[src/rtl/oled_pkg.sv]
// Shared types and SPI constants for the OLED burst streamer and its helpers.
package oled_pkg;

  typedef enum logic [1:0] {
    IDLE  = 2'd0,
    SHIFT = 2'd1,
    GAP   = 2'd2,
    ZERO  = 2'd3
  } state_t;

  // SCLK idle levels for the common SPI modes
  localparam logic SPI_MODE0_CPOL = 1'b0;
  localparam logic SPI_MODE3_CPOL = 1'b1;

  localparam int BITS_PER_BYTE = 8;

endpackage

[src/rtl/spi_tick_gen.sv]
// Half-period timer for SPI bit timing: strobes at the end of each SCLK half
// and at the end of each full bit.
module spi_tick_gen #(
  parameter int CLK_DIV = 5
) (
  input  logic clk_100mhz,
  input  logic rst,
  input  logic clear,
  input  logic enable,
  output logic half_tick,
  output logic bit_end,
  output logic phase
);

  localparam int CNT_W = (CLK_DIV > 1) ? $clog2(CLK_DIV) : 1;
  localparam logic [CNT_W-1:0] CNT_LAST = CNT_W'(CLK_DIV - 1);

  logic [CNT_W-1:0] cnt;

  // phase = 0 in the first half of a bit, 1 in the second
  always_ff @(posedge clk_100mhz) begin
    if (rst || clear) begin
      cnt   <= '0;
      phase <= 1'b0;
    end else if (enable) begin
      if (cnt == CNT_LAST) begin
        cnt   <= '0;
        phase <= ~phase;
      end else begin
        cnt <= cnt + CNT_W'(1);
      end
    end
  end

  assign half_tick = enable && (cnt == CNT_LAST);
  assign bit_end   = half_tick && phase;

endmodule

[src/rtl/oled_burst_streamer.sv]
// Sends a latched burst of up to MAX_BYTES bytes to an SPI OLED, MSB-first,
// with a D/C level per burst and an enforced CS-high gap between bursts.
module oled_burst_streamer
  import oled_pkg::*;
#(
  parameter int   MAX_BYTES = 16,
  parameter int   CLK_DIV   = 5,
  parameter logic CPOL      = SPI_MODE3_CPOL,
  parameter int   CS_GAP    = 4
) (
  input  logic                              clk_100mhz,
  input  logic                              rst,
  input  logic                              start,
  input  logic                              abort,
  input  logic                              data_type_in,
  input  logic [$clog2(MAX_BYTES+1)-1:0]    byte_count_in,
  input  logic [MAX_BYTES*8-1:0]            send_bytes_in,
  output logic                              busy,
  output logic                              done,
  output logic                              aborted,
  output logic                              mosi,
  output logic                              cs,
  output logic                              sclk,
  output logic                              d_c
);

  localparam int BYTE_W = $clog2(MAX_BYTES + 1);
  localparam int PAY_W  = MAX_BYTES * 8;
  localparam int GAP_W  = $clog2(CS_GAP + 1);
  localparam logic [2:0] LAST_BIT = 3'(BITS_PER_BYTE - 1);

  state_t             state;
  logic [PAY_W-1:0]   shreg;
  logic [2:0]         bit_cnt;
  logic [BYTE_W-1:0]  byte_cnt;
  logic [BYTE_W-1:0]  byte_last;
  logic [GAP_W-1:0]   gap_cnt;
  logic [BYTE_W-1:0]  count_clamped;
  logic               accept;
  logic               abort_hit;
  logic               last_bit;
  logic               half_tick;
  logic               bit_end;
  logic               phase;

  assign accept        = (state == IDLE) && start;
  assign abort_hit     = (state == SHIFT) && abort;
  assign count_clamped = (byte_count_in > BYTE_W'(MAX_BYTES)) ? BYTE_W'(MAX_BYTES)
                                                              : byte_count_in;
  assign last_bit      = bit_end && (bit_cnt == LAST_BIT) && (byte_cnt == byte_last);

  spi_tick_gen #(
    .CLK_DIV (CLK_DIV)
  ) u_tick (
    .clk_100mhz (clk_100mhz),
    .rst        (rst),
    .clear      (accept || abort_hit),
    .enable     (state == SHIFT),
    .half_tick  (half_tick),
    .bit_end    (bit_end),
    .phase      (phase)
  );

  // Payload is preloaded so byte 0 bit 7 is on mosi in the first SHIFT cycle;
  // the shift register then always holds the next bit at its top.
  always_ff @(posedge clk_100mhz) begin
    if (rst) begin
      state     <= IDLE;
      cs        <= 1'b1;
      sclk      <= CPOL;
      mosi      <= 1'b0;
      d_c       <= 1'b0;
      busy      <= 1'b0;
      done      <= 1'b0;
      aborted   <= 1'b0;
      shreg     <= '0;
      bit_cnt   <= '0;
      byte_cnt  <= '0;
      byte_last <= '0;
      gap_cnt   <= '0;
    end else begin
      done    <= 1'b0;
      aborted <= 1'b0;
      case (state)
        IDLE: begin
          if (start) begin
            d_c  <= data_type_in;
            busy <= 1'b1;
            if (count_clamped == '0) begin
              done  <= 1'b1;
              state <= ZERO;
            end else begin
              state     <= SHIFT;
              cs        <= 1'b0;
              sclk      <= CPOL;
              mosi      <= send_bytes_in[PAY_W-1];
              shreg     <= send_bytes_in << 1;
              bit_cnt   <= '0;
              byte_cnt  <= '0;
              byte_last <= count_clamped - BYTE_W'(1);
            end
          end
        end

        ZERO: begin
          state <= IDLE;
          busy  <= 1'b0;
        end

        SHIFT: begin
          // Abort wins over a burst that would complete this same cycle
          if (abort || last_bit) begin
            aborted <= abort;
            done    <= ~abort;
            cs      <= 1'b1;
            sclk    <= CPOL;
            mosi    <= 1'b0;
            gap_cnt <= '0;
            state   <= GAP;
          end else if (half_tick && !phase) begin
            sclk <= ~CPOL;
          end else if (bit_end) begin
            sclk    <= CPOL;
            mosi    <= shreg[PAY_W-1];
            shreg   <= shreg << 1;
            bit_cnt <= bit_cnt + 3'd1;
            if (bit_cnt == LAST_BIT) begin
              byte_cnt <= byte_cnt + BYTE_W'(1);
            end
          end
        end

        GAP: begin
          if (gap_cnt == GAP_W'(CS_GAP - 1)) begin
            state <= IDLE;
            busy  <= 1'b0;
          end else begin
            gap_cnt <= gap_cnt + GAP_W'(1);
          end
        end

        default: state <= IDLE;
      endcase
    end
  end

endmodule

[config.mk]
export PLATFORM = sky130hd
export DESIGN_NAME = oled_burst_streamer
export DESIGN_NICKNAME = d
export VERILOG_FILES = /design/src/rtl/oled_pkg.sv /design/src/rtl/spi_tick_gen.sv /design/src/rtl/oled_burst_streamer.sv
export SDC_FILE = /design/constraint.sdc
export NUM_CORES = 1
export LEC_CHECK = 0
export ABC_AREA = 1
export CORE_MARGIN = 1.5
export CORE_UTILIZATION = 50
export CTS_CLUSTER_DIAMETER = 80
export DETAILED_ROUTE_END_ITERATION = 7
export PLACE_DENSITY = 0.81
export REMOVE_ABC_BUFFERS = 1
export SETUP_SLACK_MARGIN = 0.5
export SKIP_LAST_GASP = 1
export SYNTH_ARGS = -nofsm -noshare
export SYNTH_HDL_FRONTEND = slang
export SYNTH_SLANG_ARGS = --single-unit
export TNS_END_PERCENT = 100
[constraint.sdc]
create_clock -name clk_100mhz -period 3 [get_ports clk_100mhz]
set_input_delay 0.6 -clock clk_100mhz [delete_from_list [all_inputs] [get_ports clk_100mhz]]
set_output_delay 0.6 -clock clk_100mhz [all_outputs]
set_load 0.02 [all_outputs]
## Word level (Yosys, flattened, before mapping)

Cells that the tools add are included.

- Register bits: 157
- Input port bits: 138
- Output and inout port bits: 7
- Word-level logic and storage cells: 125

- $add $sub $neg: 5
- $lt $le $gt $ge: 1
- Eq/ne operators: 19
- Muxes and demuxes: 52
- Bitwise gates (word level): 5
- Reductions and logical operators: 28

Operators with widths:

| kind | number |
|---|---|
| two-way mux 128 bit | 5 |
| case mux 128 bit (2 select lines) | 1 |
| two-way mux 5 bit | 7 |
| two-way mux 3 bit | 8 |
| two-way mux 1 bit | 18 |
| inequality test 2 bit (second input constant) | 9 |
| case mux 3 bit (2 select lines) | 2 |
| AND reduction 3 bit | 4 |
| case mux 5 bit (2 select lines) | 1 |
| adder 3 x 1 -> 3 bit (second input constant) | 3 |
| two-way mux 2 bit | 4 |
| case mux 1 bit (2 select lines) | 4 |
| case mux 2 bit (4 select lines) | 1 |
| AND reduction 4 bit | 2 |
| logical AND 1 bit | 7 |
| AND reduction 7 bit | 1 |
| equality test 3 bit (second input constant) | 2 |
| inequality test 3 bit (second input constant) | 2 |
| AND reduction 6 bit | 1 |
| adder 5 x 1 -> 5 bit (second input constant) | 1 |
| equality test 5 bit | 1 |
| > comparator 5 bit (second input constant) | 1 |
| logical NOT 5 bit | 1 |
| NOT 1 bit | 5 |
| 14 further kinds | 19 |

## Longest topological paths before layout

- Depth in word-level cells: 8
- Mapped depth: 16
- Gate-level depth less buffers: 14

## Hierarchy

Synthesis repeated with hierarchy kept, for this count alone.

- Cell total of the unflattened synthesis: 1,203
- Area, all modules: 7,709.9 µm²

Modules (own cells, without submodules):

| module | times used | cells an instance | area an instance (µm²) | sequential area each (µm²) |
|---|---|---|---|---|
| oled_burst_streamer | 1 | 1,175 | 7,503.4 | 3,042.9 |
| spi_tick_gen | 1 | 28 | 206.4 | 80.1 |

## Least setup slack after synthesis

OpenSTA, ideal clock, no wires.

- Kind: input to register
- Start point: input byte_count_in[2]
- End point: register shreg[100]
- Setup time: 113 ps
- Arrival time: 2,460 ps
- Data required time: 2,887 ps
- Path slack: 428 ps
- Stages: 15
- Path buffers: 2
- Cells stage by stage: nor2_1 -> or3b_2 -> nand2_1 -> nand2_1 -> ha_1 -> nand3_1 -> clkinv_1 -> nand2_1 -> nand2_1 -> inv_2 -> nand3_4 -> buf_8 -> buf_6 -> nor2_1 -> nor2_1

- Longest elaborated chain between the ends: 5

RTL lines:

| what | RTL line | source |
|---|---|---|
| from (decl) | oled_burst_streamer.sv:16 | `input logic [$clog2(MAX_BYTES+1)-1:0] byte_count_in,` |
| > comparator 5 bit | oled_burst_streamer.sv:48 | `assign count_clamped = (byte_count_in > BYTE_W'(MAX_BYTES)) ? BYTE_W'(MAX_BYTES)` |
| two-way mux 5 bit (*) | oled_burst_streamer.sv:48 |  |
| logical NOT 5 bit (*) | oled_burst_streamer.sv:89 | `if (count_clamped == '0) begin` |
| inequality test 2 bit (no line) (*) | - |  |
| AND reduction 6 bit (no line) (*) | - |  |
| to (signal assigned) | oled_burst_streamer.sv:97 | `shreg <= send_bytes_in << 1;` |
| to (signal assigned) | oled_burst_streamer.sv:125 | `shreg <= shreg << 1;` |
| to (decl) | oled_burst_streamer.sv:33 | `logic [PAY_W-1:0] shreg;` |

Every way passes the cells marked *; elsewhere a longest branch is shown, timed or not.
A chain may end at the register's enable or synchronous reset.

## Worst setup path in the final report

- Start point: input byte_count_in[1]
- End point: register shreg[110]

Same word-level chain as after synthesis.

==> results.yml <==
status:
  status: "completed"
finish:
  area_delta_synth_final_pct: 30.29
  drive_gt1_share_pct: 6.237
  fin_nets: 1612
  fillCellCount: 1366
  fin_cells: 1691
  n_antenna_cell: 0
placed_design:
  numPortBuffers: 144
  place_hpwl_um: 11260
  globalplace.congestion: 0.8335
  place_inst: 1642
timing:
  holdWs_ns: 0.4648
  tightest_slew_ns: 0.8595
  finalSetupTns_ns: 0
  rsz0062_at_grt: "no"
  slew_violations: 0
  fmax_ghz: 0.4199
  period_share_pct: 79.39
  slew_headroom_pct: 42.70
  final_hold_viol_count: 0
  fin_crit_ns: 2.382
  setup_violations: 0
  finClkSkew_ns: 0.009601
global_route:
  antenna_found_initial: 0
  grt-ovfl-total: 0
  grt_max_degree: 164
  grt_pass1_wl_um: 32390
  grt_pass1_vias: 7271
  track_usage_pct: 23.67
synth:
  synthFlopType: "dfxtp_1"
  ys_seq_area_share_pct: 38.26
  yosys.cell_types.count: 32
  syn_area_um2: 8163
  syn_inst: 1340
  synth_top_cell_area_share_pct: 38.26
  synth_commonest_cells: "nand2_1, nor2_1, inv_1"
  yosys-top-cells-area: "dfxtp_1, nand2_1, nor2_1"
  synth-seq-cells: 156
  synth.most_common_cell: "nand2_1"
  async_flop_share_pct: 0
  synth.yosys.warnings: 0
  synth.largest_area_cell: "dfxtp_1"
  syn_avg_cell_area_um2: 6.092
  synth_edf_count: 0
clocking:
  postCtsHoldBufs: 0
  cts_num_sinks: 156
  htreeDepth: 4
  cts_buffers: 17
  cts_tree: "done"
  root_buffer: "clkbuf_16"
  cts_buffer_depth: 2
  path_clk_slew_ns: 0.06
  clk_latency_ns: 0.43
pwr:
  leakage_nw: 5.372
  vdd_ir_drop_max_v: 0.0004359
  p_per_area_nw_per_um2: 631.9
  finalPower_mw: 6.721
die:
  start_util_pct: 51.20
  die_w_um: 130.8
  rows: 46
  io-pin-count: 145
  die_area_um2: 17100
  die_h_um: 130.8
  core_area_um2: 15940
setup_path:
  crit_path_top_delay_cell: "or3b_4"
  timing.rr.start: "bit_cnt[1]$_SDFFE_PP0P_"
  worst_setup_path_end_kind: "flip-flop"
  critical_path.max_fanout: 7
  r2r_cells: 15
  r2r-end: "bit_cnt[0]$_SDFFE_PP0P_"
  start_kind: "primary input"
  r2r_slack_ns: 0.81
  required_ns: 3.36
  path_cells: "dlygate4sd2_1, or3b_4, nand2_4, nand2_4, ha_4, nand3_4, inv_4, nand2_2, nand2_2, inv_2, nand3_4, buf_12, bufbuf_16, nand2_1, nand2_1, nor2_1"
  cp.buffers_inverters: 5
  arrival_ns: 2.74
  cp_top_family: "simple AND/OR/NAND/NOR gates"
  slowest_delay_ns: 0.41
  path_class: "in -> reg"
drt:
  vias: 8120
  vias_per_cell: 4.802
  wl_per_cell_um: 12.06
  first_pass_iters: 7
  drt_iter0_drc: 670
  drc_errors: 0
  wirelength_um: 20390
  ant_nets: 0
min_path:
  min_path_type: "in -> reg"
  min_to: "byte_last[3]$_SDFFE_PP0P_"
  min_path_cells: 3
  hold_path_startpoint: "byte_count_in[3]"
run:
  maxCapViolCount: 0
-- placed cells by master, fill, tap and decap left out, drive strengths merged --
cell	netlist	final
nand2	452	452
nand3b	1	1
nor2	286	286
or3b	1	1
a211oi	1	1
nor3b	1	1
o31ai	2	2
nor4	1	1
o211ai	1	1
bufbuf	0	1
a221oi	1	1
clkdlybuf4s50	0	140
clkinv	1	5
a31oi	1	1
or2	1	1
ha	9	9
nand3	15	15
dlygate4sd2	0	2
dfxtp	156	156
clkinvlp	0	1
a21oi	13	13
buf	38	37
inv	167	168
bufinv	0	1
xnor2	1	1
clkbuf	38	24
nand4	9	9
nor3	3	3
o21bai	1	1
o21ai	140	140
-- power by group --
part,internal [mW],leakage [nW],switching [mW]
Sequential,2.43,1.29,0.118
Combinational,0.923,3.81,1.22
Clock,1.21,0.273,0.820
-- layout make-up --
| cell class | instances | area, um2 | share of cell area [%] |
|---|---|---|---|
| clock inverter | 7 | 66.31 | 0.6235 |
| sequential | 156 | 3123 | 29.36 |
| clock buffer | 22 | 484.2 | 4.553 |
| inverter | 168 | 635.6 | 5.976 |
| multi-input combinational | 940 | 3994 | 37.55 |
| tap | 216 | 270.3 | 2.541 |
| timing repair buffer | 182 | 2062 | 19.39 |
-- cell families after synthesis --
kind of cell    after synthesis  share of synthesized area (%)
flops                       156                          38.26
compound gates              160                          10.02
fa+ha+maj                     9                          1.380
buf+inv                     244                          13.84
simple gates                770                          36.39
xor+xnor                      1                         0.1073
-- worst min-delay path: stages --
cell      delay (ns)
clkbuf_2        0.09
o31ai_1         0.06
a31oi_1         0.08
-- state kept, by name (all words and copies together) (netlist names) --
register / cells
d_c: 1
busy: 1
cs: 1
bit_cnt: 3
gap_cnt: 3
shreg: 127
aborted: 1
state: 2
done: 1
mosi: 1
u_tick.phase: 1
byte_cnt: 5
u_tick.cnt: 3
byte_last: 5
sclk: 1
-- repair_timing --
item | CTS | global route
setup endpoints to repair | 138 | 127
gates resized for setup | 32 | 14
pin swaps | 4 | 4
setup buffers | 5 | 3
cloned | 12 | 0
-- through the flow --
step / cell area, um2 / setup slack, ns / util, %
floorplan: 7664 / -2.098 / -
global placement: 9589 / -0.1564 / 60.15
detailed placement: 9589 / -0.2167 / 60.15
CTS: 10580 / 0.5386 / 66.39
global route: 10640 / 0.5052 / 66.71
finish: 10640 / 0.6184 / 66.71
-- per-layer routing --
metal,vias up,track usage (%),wire length [um],share of wire [%]
li1,4283,-,-,-
met1,3544,29.65,9104,45
met2,255,40.50,9647,47
met3,38,4.275,1216,6.0
met4,0,9.308,425,2.1
met5,-,0,0,0
-- worst max path at each step --
stage                                from  depth (start not counted)                 endpoint  slack [ns]
floorplan           state[1]$_SDFFE_PP0P_                          8  shreg[100]$_SDFFE_PP0P_       -2.10
global placement         byte_count_in[2]                         15  shreg[106]$_SDFFE_PP0P_       -0.16
detailed placement       byte_count_in[2]                         15   shreg[16]$_SDFFE_PP0P_       -0.22
CTS                      byte_count_in[3]                         17  shreg[110]$_SDFFE_PP0P_        0.54
global route             byte_count_in[1]                         16   shreg[64]$_SDFFE_PP0P_        0.51
finish                   byte_count_in[1]                         16  shreg[110]$_SDFFE_PP0P_        0.62
(Power assumes the default switching activity.)
